### config.mk
export PLATFORM = sky130hd
export DESIGN_NAME = inst_fetcher
export DESIGN_NICKNAME = d
export VERILOG_FILES = /design/src/rtl/inst_fetcher_pkg.sv /design/src/rtl/inst_fetcher_queue.sv /design/src/rtl/inst_fetcher.sv
export SDC_FILE = /design/constraint.sdc
export NUM_CORES = 1
export LEC_CHECK = 0
export CAP_MARGIN = 20
export CORE_MARGIN = 3
export CORE_UTILIZATION = 37
export CTS_CLUSTER_DIAMETER = 60
export DETAILED_ROUTE_END_ITERATION = 8
export GPL_TIMING_DRIVEN = 0
export PLACE_DENSITY = 0.57
export RECOVER_POWER = 50
export SKIP_LAST_GASP = 1
export SLEW_MARGIN = 25
export SYNTH_ARGS = -nofsm -noshare
export SYNTH_HDL_FRONTEND = slang
export SYNTH_SLANG_ARGS = --single-unit
### constraint.sdc
create_clock -name clk_in -period 8.7 [get_ports clk_in]
set_input_delay 1.74 -clock clk_in [delete_from_list [all_inputs] [get_ports clk_in]]
set_output_delay 1.74 -clock clk_in [all_outputs]
set_load 0.005 [all_outputs]
### src/rtl/inst_fetcher_pkg.sv
//------------------------------------------------------------------------------
// Module  : inst_fetcher_pkg
// Brief   : Shared opcode constants, FSM encoding and JAL immediate decode.
// Rev     : 1.0
//------------------------------------------------------------------------------
`default_nettype none

package inst_fetcher_pkg;

    localparam int         INST_WIDTH = 32;
    localparam logic [6:0] OPCODE_JAL = 7'b1101111;

    localparam logic [0:0] ST_IDLE = 1'b0;
    localparam logic [0:0] ST_WAIT = 1'b1;

    // J-type immediate, sign-extended to the full PC width.
    function automatic logic [31:0] jal_imm(input logic [INST_WIDTH-1:0] inst);
        return {{11{inst[31]}}, inst[31], inst[19:12], inst[20], inst[30:21], 1'b0};
    endfunction

endpackage

`default_nettype wire

### src/rtl/inst_fetcher_queue.sv
//------------------------------------------------------------------------------
// Module  : inst_queue
// Brief   : Circular instruction FIFO with flush, enable and head readout.
// Rev     : 1.0
//------------------------------------------------------------------------------
`default_nettype none

module inst_queue #(
    parameter int DEPTH_LOG = 3,
    parameter int DATA_W    = 64
) (
    input  logic                 clk_i,
    input  logic                 rst_i,
    input  logic                 en_i,
    input  logic                 flush_i,
    input  logic                 push_i,
    input  logic [DATA_W-1:0]    push_data_i,
    input  logic                 pop_i,
    output logic                 valid_o,
    output logic                 full_o,
    output logic [DATA_W-1:0]    head_data_o
);

    localparam int DEPTH = 1 << DEPTH_LOG;
    localparam logic [DEPTH_LOG:0] C_DEPTH = (DEPTH_LOG+1)'(DEPTH);

    logic [DATA_W-1:0]    mem_q [DEPTH];
    logic [DEPTH_LOG-1:0] head_q, head_d, tail_q, tail_d;
    logic [DEPTH_LOG:0]   count_q, count_d;
    logic                 do_push, do_pop;

    assign full_o      = (count_q == C_DEPTH);
    assign valid_o     = (count_q != '0);
    assign head_data_o = valid_o ? mem_q[head_q] : '0;

    assign do_push = en_i && !flush_i && push_i && !full_o;
    assign do_pop  = en_i && !flush_i && pop_i && valid_o;

    always_comb begin
        head_d  = head_q;
        tail_d  = tail_q;
        count_d = count_q;
        if (flush_i) begin
            head_d  = '0;
            tail_d  = '0;
            count_d = '0;
        end else begin
            if (do_push) tail_d = tail_q + 1'b1;
            if (do_pop)  head_d = head_q + 1'b1;
            case ({do_push, do_pop})
                2'b10:   count_d = count_q + 1'b1;
                2'b01:   count_d = count_q - 1'b1;
                default: count_d = count_q;
            endcase
        end
    end

    always_ff @(posedge clk_i) begin
        if (rst_i) begin
            head_q  <= '0;
            tail_q  <= '0;
            count_q <= '0;
        end else begin
            head_q  <= head_d;
            tail_q  <= tail_d;
            count_q <= count_d;
        end
    end

    // Storage needs no reset: entries are only visible while counted.
    always_ff @(posedge clk_i) begin
        if (!rst_i && do_push) mem_q[tail_q] <= push_data_i;
    end

endmodule

`default_nettype wire

### src/rtl/inst_fetcher.sv
//------------------------------------------------------------------------------
// Module  : inst_fetcher
// Brief   : Fetch stage: PC/request FSM, static JAL follow, decoder FIFO.
// Rev     : 1.0
//------------------------------------------------------------------------------
`default_nettype none

module inst_fetcher
    import inst_fetcher_pkg::*;
#(
    parameter int          QUEUE_DEPTH_LOG = 3,
    parameter logic [31:0] RESET_PC        = 32'h0
) (
    input  logic        clk_in,
    input  logic        rst_in,
    input  logic        rdy_in,
    input  logic        rob_clear_up,
    input  logic [31:0] rob_redirect_pc,
    output logic [31:0] mem_pc,
    output logic        mem_start_fetch,
    input  logic        mem_fetch_ready,
    input  logic [31:0] mem_inst,
    input  logic [31:0] mem_inst_addr,
    output logic        dec_valid,
    output logic [31:0] dec_inst,
    output logic [31:0] dec_pc,
    input  logic        dec_pop
);

    logic [0:0]  state_q, state_d;
    logic [31:0] fetch_pc_q, fetch_pc_d;
    logic        push;
    logic        q_full;
    logic [63:0] q_head;

    assign mem_start_fetch = (state_q == ST_WAIT);
    assign mem_pc          = fetch_pc_q;
    assign dec_inst        = q_head[63:32];
    assign dec_pc          = q_head[31:0];

    always_comb begin
        state_d    = state_q;
        fetch_pc_d = fetch_pc_q;
        push       = 1'b0;
        if (rob_clear_up) begin
            state_d    = ST_IDLE;
            fetch_pc_d = rob_redirect_pc;
        end else if (rdy_in) begin
            case (state_q)
                ST_IDLE: if (!q_full) state_d = ST_WAIT;
                ST_WAIT: begin
                    // Mismatched addresses are stale responses from before a flush.
                    if (mem_fetch_ready && (mem_inst_addr == fetch_pc_q)) begin
                        push    = 1'b1;
                        state_d = ST_IDLE;
                        if (mem_inst[6:0] == OPCODE_JAL)
                            fetch_pc_d = fetch_pc_q + jal_imm(mem_inst);
                        else
                            fetch_pc_d = fetch_pc_q + 32'd4;
                    end
                end
                default: state_d = ST_IDLE;
            endcase
        end
    end

    always_ff @(posedge clk_in) begin
        if (rst_in) begin
            state_q    <= ST_IDLE;
            fetch_pc_q <= RESET_PC;
        end else begin
            state_q    <= state_d;
            fetch_pc_q <= fetch_pc_d;
        end
    end

    inst_queue #(
        .DEPTH_LOG (QUEUE_DEPTH_LOG),
        .DATA_W    (64)
    ) u_queue (
        .clk_i       (clk_in),
        .rst_i       (rst_in),
        .en_i        (rdy_in),
        .flush_i     (rob_clear_up),
        .push_i      (push),
        .push_data_i ({mem_inst, fetch_pc_q}),
        .pop_i       (dec_pop),
        .valid_o     (dec_valid),
        .full_o      (q_full),
        .head_data_o (q_head)
    );

endmodule

`default_nettype wire

==> run_results.csv, run 1 <==
group,metric,value,unit
global_routing,grt_pass1_wl,101700,um
global_routing,antenna_found_initial,3,
critical_path,cp-start-kind,"primary input",
layout,layout-drive-gt1-share,15.38,%
placed_design,place.gp.congestion,0.9166,
layout,final_common_cell,"edfxtp_1",
sta,setup_viol,0,
route,num_vias,15000,
sta,period_share,66.95,%
synth,syn_area,24340,sq um
cts,numCtsBuffers,57,
synth,synth_largest_area_cell,"edfxtp_1",
layout,multi_input_area,7684,sq um
floorplanning,die_area,68910,sq um
layout,final_cells,2715,
synth,synth_cell_types,73,
floorplanning,rows,93,
synth,synth_edf_count,512,
route,viasPerCell,5.526,
layout,utilization,46.22,%
synth,synthFlopType,"edfxtp_1",
floorplanning,initial_utilization,37.56,%
critical_path,arrival,6130,ps
critical_path,crit_path_end_kind,"flip-flop",
layout,fill_cells,5548,
sta,final_hold_viol_count,0,
synth,synth_nets,1653,
cts,cts_tree,"done",
layout,finalNetCount,1951,
sta,hold_ws,520.9,ps
cts,post-cts-setup-buffers,0,
cts,clock_path_buffers,3,
synth,ys_ff_latch,558,
power_and_ir_drop,clock_power_share,42.1,%
sta,fmax,171.7,MHz
sta,drv_slew,0,
route,first_iter_violations,1474,
cts,path_clk_slew,60,ps
global_routing,track_usage,19.64,%
cts,ctsHtreeMaxLevel,2,
layout,area_growth,23.06,%
power_and_ir_drop,p_per_area,188.0,nW/um^2
job,drv_cap,0,
sta,worst_pin_slew,1064,ps
global_routing,grt_max_degree,23,
synth,avgSynthCellArea,16.09,sq um
sta,rsz0062_at_grt,"no",
cts,cts.sinks,558,
power_and_ir_drop,p_seq_share,53.0,%
power_and_ir_drop,p_int,0.004405,W
worst_hold_path,hp-class,"flip-flop to flip-flop",
synth,yosysSeqAreaShare,66.94,%
power_and_ir_drop,swShare,21.78,%
sta,maxSlewHeadroom,28.82,%
power_and_ir_drop,ir_drop,142.5,uV
synth,netlist_instances,1513,
sta,min_period,5825,ps
power_and_ir_drop,power_frac_comb,4.9,%
synth,synth_top_area_share,63.15,%
layout,regArea,16300,sq um
floorplanning,die_w,262.5,um
sta,skew,13.93,ps
global_routing,grt_pass1_vias,15270,
critical_path,critPathKind,"primary input to flip-flop",
critical_path,critPathMaxFanout,18,
floorplanning,coreArea,64810,sq um
power_and_ir_drop,leakage,9.490,nW
cts,root_buffer,"clkbuf_16",
placed_design,numPortBuffers,198,
synth,synthTopCellsByArea,"edfxtp_1 (63%), mux4_2 (12%), dfxtp_1 (3.8%)",
power_and_ir_drop,switching_power,0.001227,W
sta,fin_tns_setup,0,ps
run_status,status,"complete, no violations",
route,wire_per_inst,25.17,um
route,dr.pass1.iters,5,
floorplanning,die_h,262.5,um
layout,final_cell_mix,"edfxtp_1 (512), clkdlybuf4s50_1 (131), mux4_2 (128), nor2_1 (121), nand2_1 (90)",
cts,cts_resized,0,
cts,worst_skew_pair.late_latency,610,ps
power_and_ir_drop,p_total,0.005632,W
synth,ys_warn_count,0,
critical_path,crit_required,9000,ps
route,routed_wl,68350,um
floorplanning,ioPinCount,200,
placed_design,hpwlAfterDp,48680,um
global_routing,overflow,0,
cts,cts_hold_buf,0,
synth,async_flop_share,0,%
placed_design,dp_cells,2606,
route,drc,0,
route,ant_nets,0,
==> synth_stat cells (5+ instances only) <==
cell type  number
and4_1          5
inv_1          24
a21oi_1        77
xor2_1         15
buf_1          21
a211oi_1       10
a21o_1         16
nor3_1         15
nor4_1          8
and3_1          9
mux4_2        128
ha_1           36
a211o_1         5
o2111ai_1       5
nand2_1        90
mux2i_1        70
edfxtp_1      512
nor2_1        125
xnor2_1        47
nand4_1        16
a221oi_1        5
a311oi_1        5
clkbuf_1       45
o21bai_1        5
a21boi_0        5
nand3_1        27
o22ai_1         6
o211ai_1        7
o21ai_0        33
buf_2           8
and2_1          6
or3_1           5
nor3b_1         5
o31ai_1         6
a31oi_1         7
nand2b_1        7
dfxtp_1        46
==> flip-flops by register name, indices dropped and copies added (netlist names), named ones only <==
| register | count |
|---|---|
| u_queue.tail_q | 3 |
| u_queue.head_q | 3 |
| mem_pc | 32 |
| u_queue.count_q | 4 |
| mem_start_fetch | 1 |
| u_queue.mem_q | 512 |
==> metrics by stage <==
step | area (sq um) | worst slack [ps]
final | 29960 | 2875
after detailed placement | 28160 | 2601
after CTS | 29980 | 2884
after global routing | 29960 | 2695
after global placement | 27400 | -5709
after floorplan | 24340 | 350.9
==> power by group through the flow <==
| stage | combinational, W | clock, W | sequential (W) |
|---|---|---|---|
| after detailed placement | 0.000276 | 0 | 0.00304 |
| after global placement | 0.000275 | 0 | 0.00304 |
| after floorplan | 0.000137 | 0 | 0.00302 |
| final | 0.000274 | 0.00237 | 0.00298 |
| after CTS | 0.000279 | 0.00242 | 0.00299 |
| after global routing | 0.000298 | 0.00253 | 0.00299 |
==> critical path, stage by stage <==
cell	delay, ps
dlygate4sd3_1	560
xnor2_1	390
nand4_1	160
or3_1	400
or4_1	530
nand3b_1	280
or3b_1	550
nor2_1	870
buf_16	250
buf_8	180
buf_16	180
==> layout make-up <==
| type | count | area share [%] |
|---|---|---|
| Clock buffer | 73 | 5.166 |
| Timing Repair Buffer | 239 | 8.984 |
| Antenna cell | 1 | 0.008353 |
| Inverter | 24 | 0.3007 |
| Sequential cell | 558 | 54.40 |
| Tap cell | 855 | 3.571 |
| Clock inverter | 34 | 0.9105 |
| Multi-Input combinational cell | 856 | 25.65 |
| Buffer | 75 | 1.015 |
==> final timing paths <==
path	depth (start not counted)	from	end	slack, ps
worst max register to register	11	mem_pc[14]	u_queue.mem_q[5][17]	3980
worst min register to register	2	u_queue.count_q[3]	u_queue.count_q[3]	520
worst max-delay path	11	mem_inst_addr[0]	u_queue.mem_q[5][17]	2880
worst min-delay path	2	u_queue.count_q[3]	u_queue.count_q[3]	520
==> metal layers <==
layer / GRT usage (%) / vias to the layer above / share of wire (%) / wire, um
met1: 27.43 / 7706 / 43 / 29290
met3: 3.230 / 91 / 6.8 / 4640
met4: 5.094 / 0 / 2.5 / 1713
li1: - / 6621 / - / -
met5: 0 / - / 0 / 0
met2: 32.15 / 586 / 48 / 32700
==> cells by family after synthesis <==
group / synth area share, %
AOI/OAI and AO/OA: 5.654
xor gates and xnor gates: 2.297
adders and majority gates: 2.015
buffers and inverters: 1.598
DFF: 66.94
muxes: 14.81
and+or+nand+nor: 6.687
Power figures use the tool's default switching activity.
==> run 2, diff against run 1 <==
clock period = 4.65 ns   (was 8.7 ns; I/O delays follow)
==> run 2 against run 1 <==
Net effect: sequential share of layout area fell by 0.41 points; via count is 1.2% lower; highest routed layer unchanged; critical path type is now flip-flop to flip-flop; wire length down 0.45%.
==> run_results.csv, run 2 (same netlist as run 1, synthesis figures left out) <==
group,metric,value,unit
run_status,status,"complete, no violations",
global_routing,track_usage,19.50,%
global_routing,grt_use_met1,27.17,%
worst_hold_path,min_from,"u_queue.count_q[3]",
global_routing,met3_usage,3.099,%
layout,layout-drive-gt1-share,16.06,%
route,num_vias,14830,
cts,numCtsBuffers,57,
global_routing,grt_max_degree,23,
cts,path_clk_slew,60,ps
sta,worst_pin_slew,1008,ps
sta,fin_tns_setup,0,ps
route,drc,0,
critical_path,r2r_cells,11,
sta,min_period,4569,ps
critical_path,cp-start-kind,"flip-flop",
layout,largest_reg_flops,512,
critical_path,r2r_slack,80,ps
route,routed_wl,68040,um
worst_hold_path,hp-class,"flip-flop to flip-flop",
critical_path,r2r_start,"mem_pc[22]",
sta,hold_ws,528.9,ps
power_and_ir_drop,ir_drop,280.9,uV
cts,post-cts-setup-buffers,0,
global_routing,overflow,0,
cts,clock_path_buffers,3,
sta,drv_slew,0,
critical_path,r2r_end,"u_queue.mem_q[3][44]",
layout,final_cell_mix,"edfxtp_1 (512), clkdlybuf4s50_1 (132), mux4_2 (128), nor2_1 (121), nand2_1 (90)",
global_routing,grt_pass1_vias,15100,
sta,final_hold_viol_count,0,
sta,period_share,98.27,%
floorplanning,rows,93,
layout,n_antenna_cell,0,
job,drv_cap,0,
sta,skew,21.31,ps
layout,final_common_cell,"edfxtp_1",
floorplanning,ioPinCount,200,
floorplanning,coreArea,64810,sq um
layout,fill_cells,5595,
route,viasPerCell,5.473,
layout,finalNetCount,1947,
cts,ctsHtreeMaxLevel,2,
placed_design,place.gp.congestion,0.8626,
worst_hold_path,whs_path_depth,2,
critical_path,arrival,4880,ps
layout,top_register,"u_queue.mem_q",
sta,fmax,218.8,MHz
route,first_iter_violations,1426,
power_and_ir_drop,leakage,9.598,nW
critical_path,crit_path_end_kind,"flip-flop",
worst_hold_path,hold_end,"u_queue.count_q[3]",
cts,cts_tree,"done",
floorplanning,initial_utilization,37.56,%
cts,cts_hold_buf,0,
global_routing,antenna_found_initial,2,
cts,worst_skew_pair.late_latency,620,ps
floorplanning,die_h,262.5,um
route,wire_per_inst,25.11,um
global_routing,top_usage_layer,"met2",
global_routing,met2_usage,31.78,%
cts,root_buffer,"clkbuf_16",
critical_path,critPathMaxFanout,17,
floorplanning,die_w,262.5,um
floorplanning,die_area,68910,sq um
sta,setup_viol,0,
sta,maxSlewHeadroom,32.56,%
critical_path,crit_required,4960,ps
layout,area_growth,24.00,%
critical_path,critPathKind,"flip-flop to flip-flop",
route,ant_nets,0,
power_and_ir_drop,p_per_area,349.2,nW/um^2
route,dr.pass1.iters,5,
placed_design,hpwlAfterDp,48910,um
placed_design,numPortBuffers,198,
global_routing,grt_pass1_wl,100700,um
cts,cts.sinks,558,
## run 2: cell count changes in the layout (fill, tap and decap cells not counted), moves of 3 or more
cell	delta
buf_1	-3
buf_12	-7
buf_16	+10
buf_4	-10
clkbuf_2	+4
clkdlybuf4s15_2	+3
xnor2_1	-8
xnor2_2	+8
## run 2: worst max-delay path by stage
stage                                 start                    to  slack, ps  cells past startpoint
after floorplan            mem_inst_addr[2]   u_queue.mem_q[7][0]       -100                      7
after global placement     mem_inst_addr[0]  u_queue.mem_q[3][41]      -2730                      8
after detailed placement  mem_inst_addr[16]  u_queue.mem_q[1][46]       -340                     12
after CTS                         flip-flop          dec_inst[11]         20                      6
after global routing              flip-flop          dec_inst[11]        -20                      6
final                            mem_pc[22]  u_queue.mem_q[3][44]         80                     11
## run 2: metrics by stage
| stage | power [W] | std cells | setup slack, ps | area (sq um) | utilization [%] |
|---|---|---|---|---|---|
| after floorplan | 0.005907 | 1513 | -97.70 | 24440 | - |
| after global placement | 0.006208 | 2566 | -2728 | 27490 | 42.41 |
| after detailed placement | 0.006216 | 2604 | -338.0 | 28340 | 43.73 |
| after CTS | 0.01066 | 2711 | 19.60 | 30200 | 46.59 |
| after global routing | 0.01089 | 2710 | -21.13 | 30190 | 46.58 |
| final | 0.01054 | 2710 | 80.58 | 30190 | 46.58 |
## run 2: cell type report
cell class | instances | area (sq um) | area share (%)
buffer | 74 | 341.6 | 1.132
clock buffer | 77 | 1543 | 5.110
clock inverter | 30 | 274.0 | 0.9077
inverter | 24 | 90.09 | 0.2984
multi-input combinational | 856 | 7770 | 25.74
sequential | 558 | 16300 | 53.98
tap | 855 | 1070 | 3.544
timing repair buffer | 236 | 2804 | 9.288
## run 2: report_power, final
part | switching, W | internal [W] | leakage [nW] | total, W
logic | 0.000287 | 0.000231 | 3.75 | 0.000518
registers | 0.0000932 | 0.00549 | 4.97 | 0.00559
clock network | 0.00193 | 0.00251 | 0.883 | 0.00444
## run 2: repair_timing
item	CTS	global route
resized for setup	10	10
endpoints found under the setup margin	64	12
endpoints found under the hold margin	0	0
## run 2: metal layers
metal | routed length, um | up-vias
li1 | - | 6613
met1 | 29730 | 7636
met2 | 32450 | 496
met3 | 3918 | 86
met4 | 1935 | 0
met5 | 0 | -
## run 2: worst max-delay path, stage by stage, from the launching register on
cell and delay, ps:
dfxtp_1 640, buf_2 360, xnor2_1 190, nand2_1 90, nor4_1 440, nand2_1 100, or4_1 460, nand3b_4 230
or3b_4 480, nor2_1 750, buf_12 270, buf_16 190
==> run 3, diff against run 2 <==
MAX_ROUTING_LAYER = met4   (was default)
==> run 3 against run 2 <==
Net effect: maximum frequency grew 1.5%; global-route usage is 0.53 points higher; wire length down 0.64%; sequential power is essentially flat; clock skew fell by 4.4 ps; critical path type is now flip-flop to output port; sequential share of layout area about the same; die area unchanged; register-to-register slack improved by 150 ps; first-iteration DRC count decreased by 7.0%; clock power is 1% higher; worst hold slack worse by 6.5 ps.
==> run_results.csv, run 3 (same netlist as run 1, synthesis figures left out) <==
group,metric,value,unit
critical_path,r2r_start,"mem_pc[22]",
run_status,status,"complete, no violations",
critical_path,crit_cells,6,
placed_design,place.gp.congestion,0.8765,
power_and_ir_drop,p_int,0.008328,W
power_and_ir_drop,clock_power_share,42.4,%
sta,min_period,4504,ps
route,drc,0,
critical_path,path_delay_family,"buffers and inverters",
sta,maxSlewHeadroom,37.04,%
sta,final_hold_viol_count,0,
cts,cts_hold_buf,0,
layout,final_cell_mix,"edfxtp_1 (512), clkdlybuf4s50_1 (132), mux4_2 (128), nor2_1 (120), nand2_1 (90)",
power_and_ir_drop,p_per_area,351.1,nW/um^2
global_routing,track_usage,20.02,%
critical_path,arrival,3570,ps
layout,largest_reg_flops,512,
critical_path,crit_path_max_incr_delay,700,ps
critical_path,crit_required,3720,ps
cts,cts.sinks,558,
floorplanning,die_h,262.5,um
global_routing,antenna_found_initial,2,
layout,area_growth,23.96,%
sta,setup_viol,0,
cts,numCtsBuffers,56,
cts,ctsHtreeMaxLevel,2,
cts,clock_path_buffers,3,
critical_path,crit_slowest_cell,"clkdlybuf4s15_1",
route,wire_per_inst,24.97,um
sta,period_share,96.86,%
floorplanning,ioPinCount,200,
sta,skew,16.88,ps
layout,top_register,"u_queue.mem_q",
sta,fmax,222.0,MHz
route,dr.pass1.iters,6,
critical_path,crit_path_cell_trace,"clkdlybuf4s15_1 > buf_1 > mux4_2 > mux2i_1 > nor2_1 > clkdlybuf4s50_1",
critical_path,crit_end,"dec_pc[13]",
critical_path,critPathMaxFanout,10,
layout,final_common_cell,"edfxtp_1",
layout,fill_cells,5560,
critical_path,r2r_slack,230,ps
sta,worst_pin_slew,944.4,ps
power_and_ir_drop,p_seq_share,52.7,%
power_and_ir_drop,swShare,21.39,%
power_and_ir_drop,leakage,9.593,nW
critical_path,r2r_cells,13,
cts,cts_tree,"done",
floorplanning,die_area,68910,sq um
route,routed_wl,67600,um
floorplanning,coreArea,64810,sq um
critical_path,critPathBufInv,3,
sta,rsz0062_at_grt,"yes",
route,num_vias,14860,
placed_design,place_area,28320,sq um
critical_path,crit_path_end_kind,"output port",
floorplanning,die_w,262.5,um
route,ant_nets,0,
layout,utilization,46.56,%
placed_design,place_ws,-303.3,ps
global_routing,grt_max_degree,23,
cts,worst_skew_pair.late_latency,600,ps
placed_design,numPortBuffers,198,
layout,layout-drive-gt1-share,16.10,%
job,drv_cap,0,
worst_hold_path,hp-class,"flip-flop to flip-flop",
layout,fin_area,30180,sq um
route,first_iter_violations,1326,
sta,setup_ws,146.1,ps
power_and_ir_drop,ir_drop,233.6,uV
critical_path,r2r_end,"u_queue.mem_q[0][44]",
sta,drv_slew,0,
global_routing,grt_pass1_vias,15150,
power_and_ir_drop,switching_power,0.002266,W
floorplanning,rows,93,
critical_path,critPathKind,"flip-flop to output port",
cts,root_buffer,"clkbuf_16",
global_routing,grt_pass1_wl,100500,um
cts,path_clk_slew,60,ps
power_and_ir_drop,power_frac_comb,4.9,%
global_routing,overflow,0,
placed_design,hpwlAfterDp,48610,um
critical_path,cp-start-kind,"flip-flop",
layout,finalNetCount,1946,
floorplanning,initial_utilization,37.56,%
route,viasPerCell,5.488,
[run 3: worst min-delay path by stage]
| stage | endpoint | depth (start not counted) | start |
|---|---|---|---|
| finish | u_queue.count_q[3] | 2 | u_queue.count_q[3] |
| global placement | u_queue.count_q[3] | 2 | u_queue.count_q[3] |
| detailed placement | u_queue.count_q[3] | 2 | u_queue.count_q[3] |
| floorplan | u_queue.count_q[3] | 2 | u_queue.count_q[3] |
| global route | u_queue.count_q[3] | 2 | u_queue.count_q[3] |
| CTS | u_queue.count_q[3] | 2 | u_queue.count_q[3] |
[run 3: power groups by stage]
stage                     combinational (W)  clock, W  sequential, W
after floorplan                    0.000261         0        0.00565
after global placement             0.000517         0        0.00569
after detailed placement           0.000521         0        0.00569
after CTS                          0.000526   0.00459        0.00559
after global routing               0.000560   0.00478        0.00559
final                              0.000518   0.00449        0.00559
[run 3: final cells by class]
| cell class | count | area (sq um) | area share [%] |
|---|---|---|---|
| timing repair buffer | 235 | 2776 | 9.200 |
| multi-input combinational | 856 | 7772 | 25.76 |
| clock buffer | 65 | 1478 | 4.897 |
| buffer | 75 | 339.1 | 1.124 |
| sequential | 558 | 16300 | 54.00 |
| tap | 855 | 1070 | 3.545 |
| clock inverter | 38 | 354.1 | 1.173 |
| antenna | 1 | 2.502 | 0.008292 |
| inverter | 24 | 90.09 | 0.2985 |
[run 3: worst reg2reg max path, cell delays in order, from the launching register on]
cell and delay (ps):
dfxtp_1 620, buf_2 350, xnor2_1 170, nand2_1 80, nor4_1 420, nand2_1 100
or4_1 440, nand3b_4 220, or3_1 500, nor3_4 430, buf_6 220, buf_6 200
buf_6 220, buf_6 180
[run 3: per-stage QoR]
stage / total power, W / std cells / setup TNS, ps / hold WS (ps)
4_1_cts: 0.01070 / 2706 / 0 / 519.0
3_5_place_dp: 0.006215 / 2603 / -11230 / 496.0
3_3_place_gp: 0.006208 / 2566 / -1274620 / 487.5
6_report: 0.01059 / 2707 / 0 / 522.5
5_1_grt: 0.01093 / 2707 / -28.59 / 575.9
2_1_floorplan: 0.005907 / 1513 / -22870 / 471.4
[run 3: what timing repair did]
item                                    4_1_cts  5_1_grt
endpoints found under the setup margin       64       14
gates resized for setup                       9       11
buffers inserted                              0        0
[run 3: routing by layer]
metal	GRT usage, %	wire (um)	up-vias
met5	-	0	-
met4	5.889	1916	0
met3	2.734	3729	99
met2	31.63	32250	528
met1	27.25	29700	7606
li1	-	-	6622
==> RTL change: new RTL, config.mk and constraints of run 1 <==
Reset style: asynchronous (`rst_i` and `rst_in`), changed in 2 clocked blocks.
--- a/src/rtl/inst_fetcher_queue.sv
+++ b/src/rtl/inst_fetcher_queue.sv
@@ -57,3 +57,3 @@
 
-    always_ff @(posedge clk_i) begin
+    always_ff @(posedge clk_i or posedge rst_i) begin
         if (rst_i) begin
--- a/src/rtl/inst_fetcher.sv
+++ b/src/rtl/inst_fetcher.sv
@@ -66,3 +66,3 @@
 
-    always_ff @(posedge clk_in) begin
+    always_ff @(posedge clk_in or posedge rst_in) begin
         if (rst_in) begin
Check against the original RTL: differs if rst_in is asserted again (counterexample within 4 cycles, from zero or initial values and one cycle with rst_in high); with rst_in held inactive, the same outputs for 4 cycles.
==> RTL change against run 1 <==
Die area fell by 0.42%; fmax fell by 3.1%; register-to-register slack got worse by 0.48 ns; critical path depth rose by 1; design area rose by 0.36%; first-iteration DRC count fell by 8.1%; sequential cell count fell by 3; final cell count fell by 1.4%; routed wire length fell by 1.4%; setup slack got worse by 0.19 ns; synthesized area fell by 0.43%; via count fell by 1.9%; critical endpoint is now u_queue.mem_q[0][44]$_DFFE_PP_.
Power is not compared: it rests on default switching activity, and its combinational part moved more than twofold at a synthesized area within 25%.
==> RTL change: results (changes against run 1) <==
| Metric | Value |
|---|---|
| Status | finished clean (unchanged) |
| Gate Count Post-Synth | 1477 (was 1513) |
| Crit path launch | mem_inst_addr[19] (was mem_inst_addr[0]) |
| First-pass DRT Iterations | 6 (was 5) |
| Met2 Use GR | 0.310 (was 0.322) |
| Slew HR | 0.176 (was 0.288) |
| Routed vias/inst | 5.50 (was 5.53) |
| Leak Pwr | 9.76 nW |
| Largest net degree at the start of global routing | 27 (was 23) |
| CTS Buf Count | 55 (was 57) |
| Worst R2R Start | mem_pc[19]$_DFFE_PP0P_ (was mem_pc[14]$_SDFFE_PP0P_) |
| GRT met1 Usage | 0.286 (was 0.274) |
| Fraction of layout instances using a drive strength above 1 | 0.160 (was 0.154) |
| Post-synth top cells | 512 x edfxtp_1, 128 x mux4_2, 128 x nor2_1 (was 512 x edfxtp_1, 128 x mux4_2, 125 x nor2_1) |
| EDFF count, synth | 512 (unchanged) |
| Nets | 1915 (was 1951) |
| Total global-route track usage | 0.196 (about the same) |
| Setup CP Type | primary input to flop (unchanged) |
| DP Cell Count | 2574 (was 2606) |
| First DRT Iteration DRCs | 1354 (was 1474) |
| Ys async rst share | 0.0775 (was 0) |
| Port bufs | 199 (was 198) |
| Met3 Track Usage GR | 0.0296 (was 0.0323) |
| DP Wirelength | 47.8 mm (was 48.7 mm) |
| RR Endpoint | u_queue.mem_q[0][44]$_DFFE_PP_ (was u_queue.mem_q[5][17]$_DFFE_PP_) |
| Initial antenna violation count | 5 (was 3) |
| Worst R2R Setup Slack | 3.50 ns (was 3.98 ns) |
| Top post-synthesis cells by area | edfxtp_1 63%, mux4_2 12%, dfrtp_1 4.4% (was edfxtp_1 63%, mux4_2 12%, dfxtp_1 3.8%) |
| Register area share after synthesis | 0.679 (was 0.669) |
| Worst EP arrival | 6.32 ns (was 6.13 ns) |
| Max FO, Critical Path | 9 (was 18) |
| Vias in the first global route | 15000 (was 15300) |
| Syn_nets | 1616 (was 1653) |
| Layout Cells excl Fill | 2677 (was 2715) |
| Final RePlAce weighted congestion | 0.887 (was 0.917) |
| Routed wire length | 67.4 mm (was 68.3 mm) |
| First-pass GRT wire length | 98.8 mm (was 102 mm) |
| Final setup skew | 0.0209 ns (was 0.0139 ns) |
| Post-synth cell types | 73 (unchanged) |
## RTL change: cell count changes after synthesis, moves of 6 or more
cell / run 1 / this run
xor2_1: 15 / 37
nand3b_1: 0 / 6
dfrtp_1: 0 / 43
nor3_1: 15 / 21
o21ai_0: 33 / 42
a21oi_1: 77 / 65
xnor2_1: 47 / 14
nand2_1: 90 / 67
dfxtp_1: 46 / 0
## RTL change: worst max-delay path, stage by stage
cell,delay [ns]
dlygate4sd3_1,0.54
xor2_1,0.14
nor3_1,0.88
nand3_1,0.20
nor3_1,0.46
nand3_1,0.33
or3_1,0.56
nor4_4,0.60
buf_4,0.33
buf_6,0.18
buf_6,0.17
buf_6,0.16
## RTL change: logic make-up after synthesis
kind of cell / count (synthesis) / synth area share
DFF: 555 / 0.679
and+or+nand+nor: 317 / 0.0608
AOI/OAI and AO/OA: 212 / 0.0556
muxes: 203 / 0.150
buffers and inverters: 102 / 0.0166
xor gates and xnor gates: 51 / 0.0184
adders and majority gates: 37 / 0.0197
## RTL change: how the worst min path moves through the flow
stage                                               from                        endpoint  slack, ns  depth (start not counted)
after floorplan           u_queue.count_q[2]$_DFFE_PP0P_  u_queue.count_q[2]$_DFFE_PP0P_       0.53                          1
after global placement    u_queue.count_q[2]$_DFFE_PP0P_  u_queue.count_q[2]$_DFFE_PP0P_       0.56                          1
after detailed placement  u_queue.count_q[2]$_DFFE_PP0P_  u_queue.count_q[2]$_DFFE_PP0P_       0.57                          1
after CTS                 u_queue.count_q[2]$_DFFE_PP0P_  u_queue.count_q[2]$_DFFE_PP0P_       0.59                          1
after global routing      u_queue.count_q[2]$_DFFE_PP0P_  u_queue.count_q[2]$_DFFE_PP0P_       0.61                          1
final                     u_queue.count_q[2]$_DFFE_PP0P_  u_queue.count_q[2]$_DFFE_PP0P_       0.58                          1
## RTL change: per-stage QoR
stage / instance area, µm² / hold slack, ns / setup WS, ns
after floorplan: 24300 / 0.534 / 1.39
after global placement: 27300 / 0.565 / -4.06
after detailed placement: 28200 / 0.571 / 2.15
after CTS: 30100 / 0.587 / 2.80
after global routing: 30100 / 0.615 / 2.43
final: 30100 / 0.578 / 2.69
## RTL change: area by class of cell
| cell class | instances | area [µm²] |
|---|---|---|
| diodes | 2 | 5.00 |
| plain buffers | 73 | 295 |
| clock buffers | 66 | 1450 |
| clock inverters | 35 | 439 |
| fillers | 5596 | 34500 |
| inverters | 29 | 109 |
| multi-input cells | 820 | 7460 |
| flip-flops and latches | 555 | 16500 |
| well taps | 855 | 1070 |
| repair buffers | 242 | 2790 |
## RTL change: where the power goes
part | switching (mW) | internal (mW)
clock network | 0.992 | 1.48
registers | 0.0830 | 2.95
logic | 0.612 | 0.617
## RTL change: layer usage
layer	vias up	part of all wire
met5	-	0
met4	0	0.024
met3	93	0.060
met2	512	0.47
met1	7634	0.45
li1	6484	-
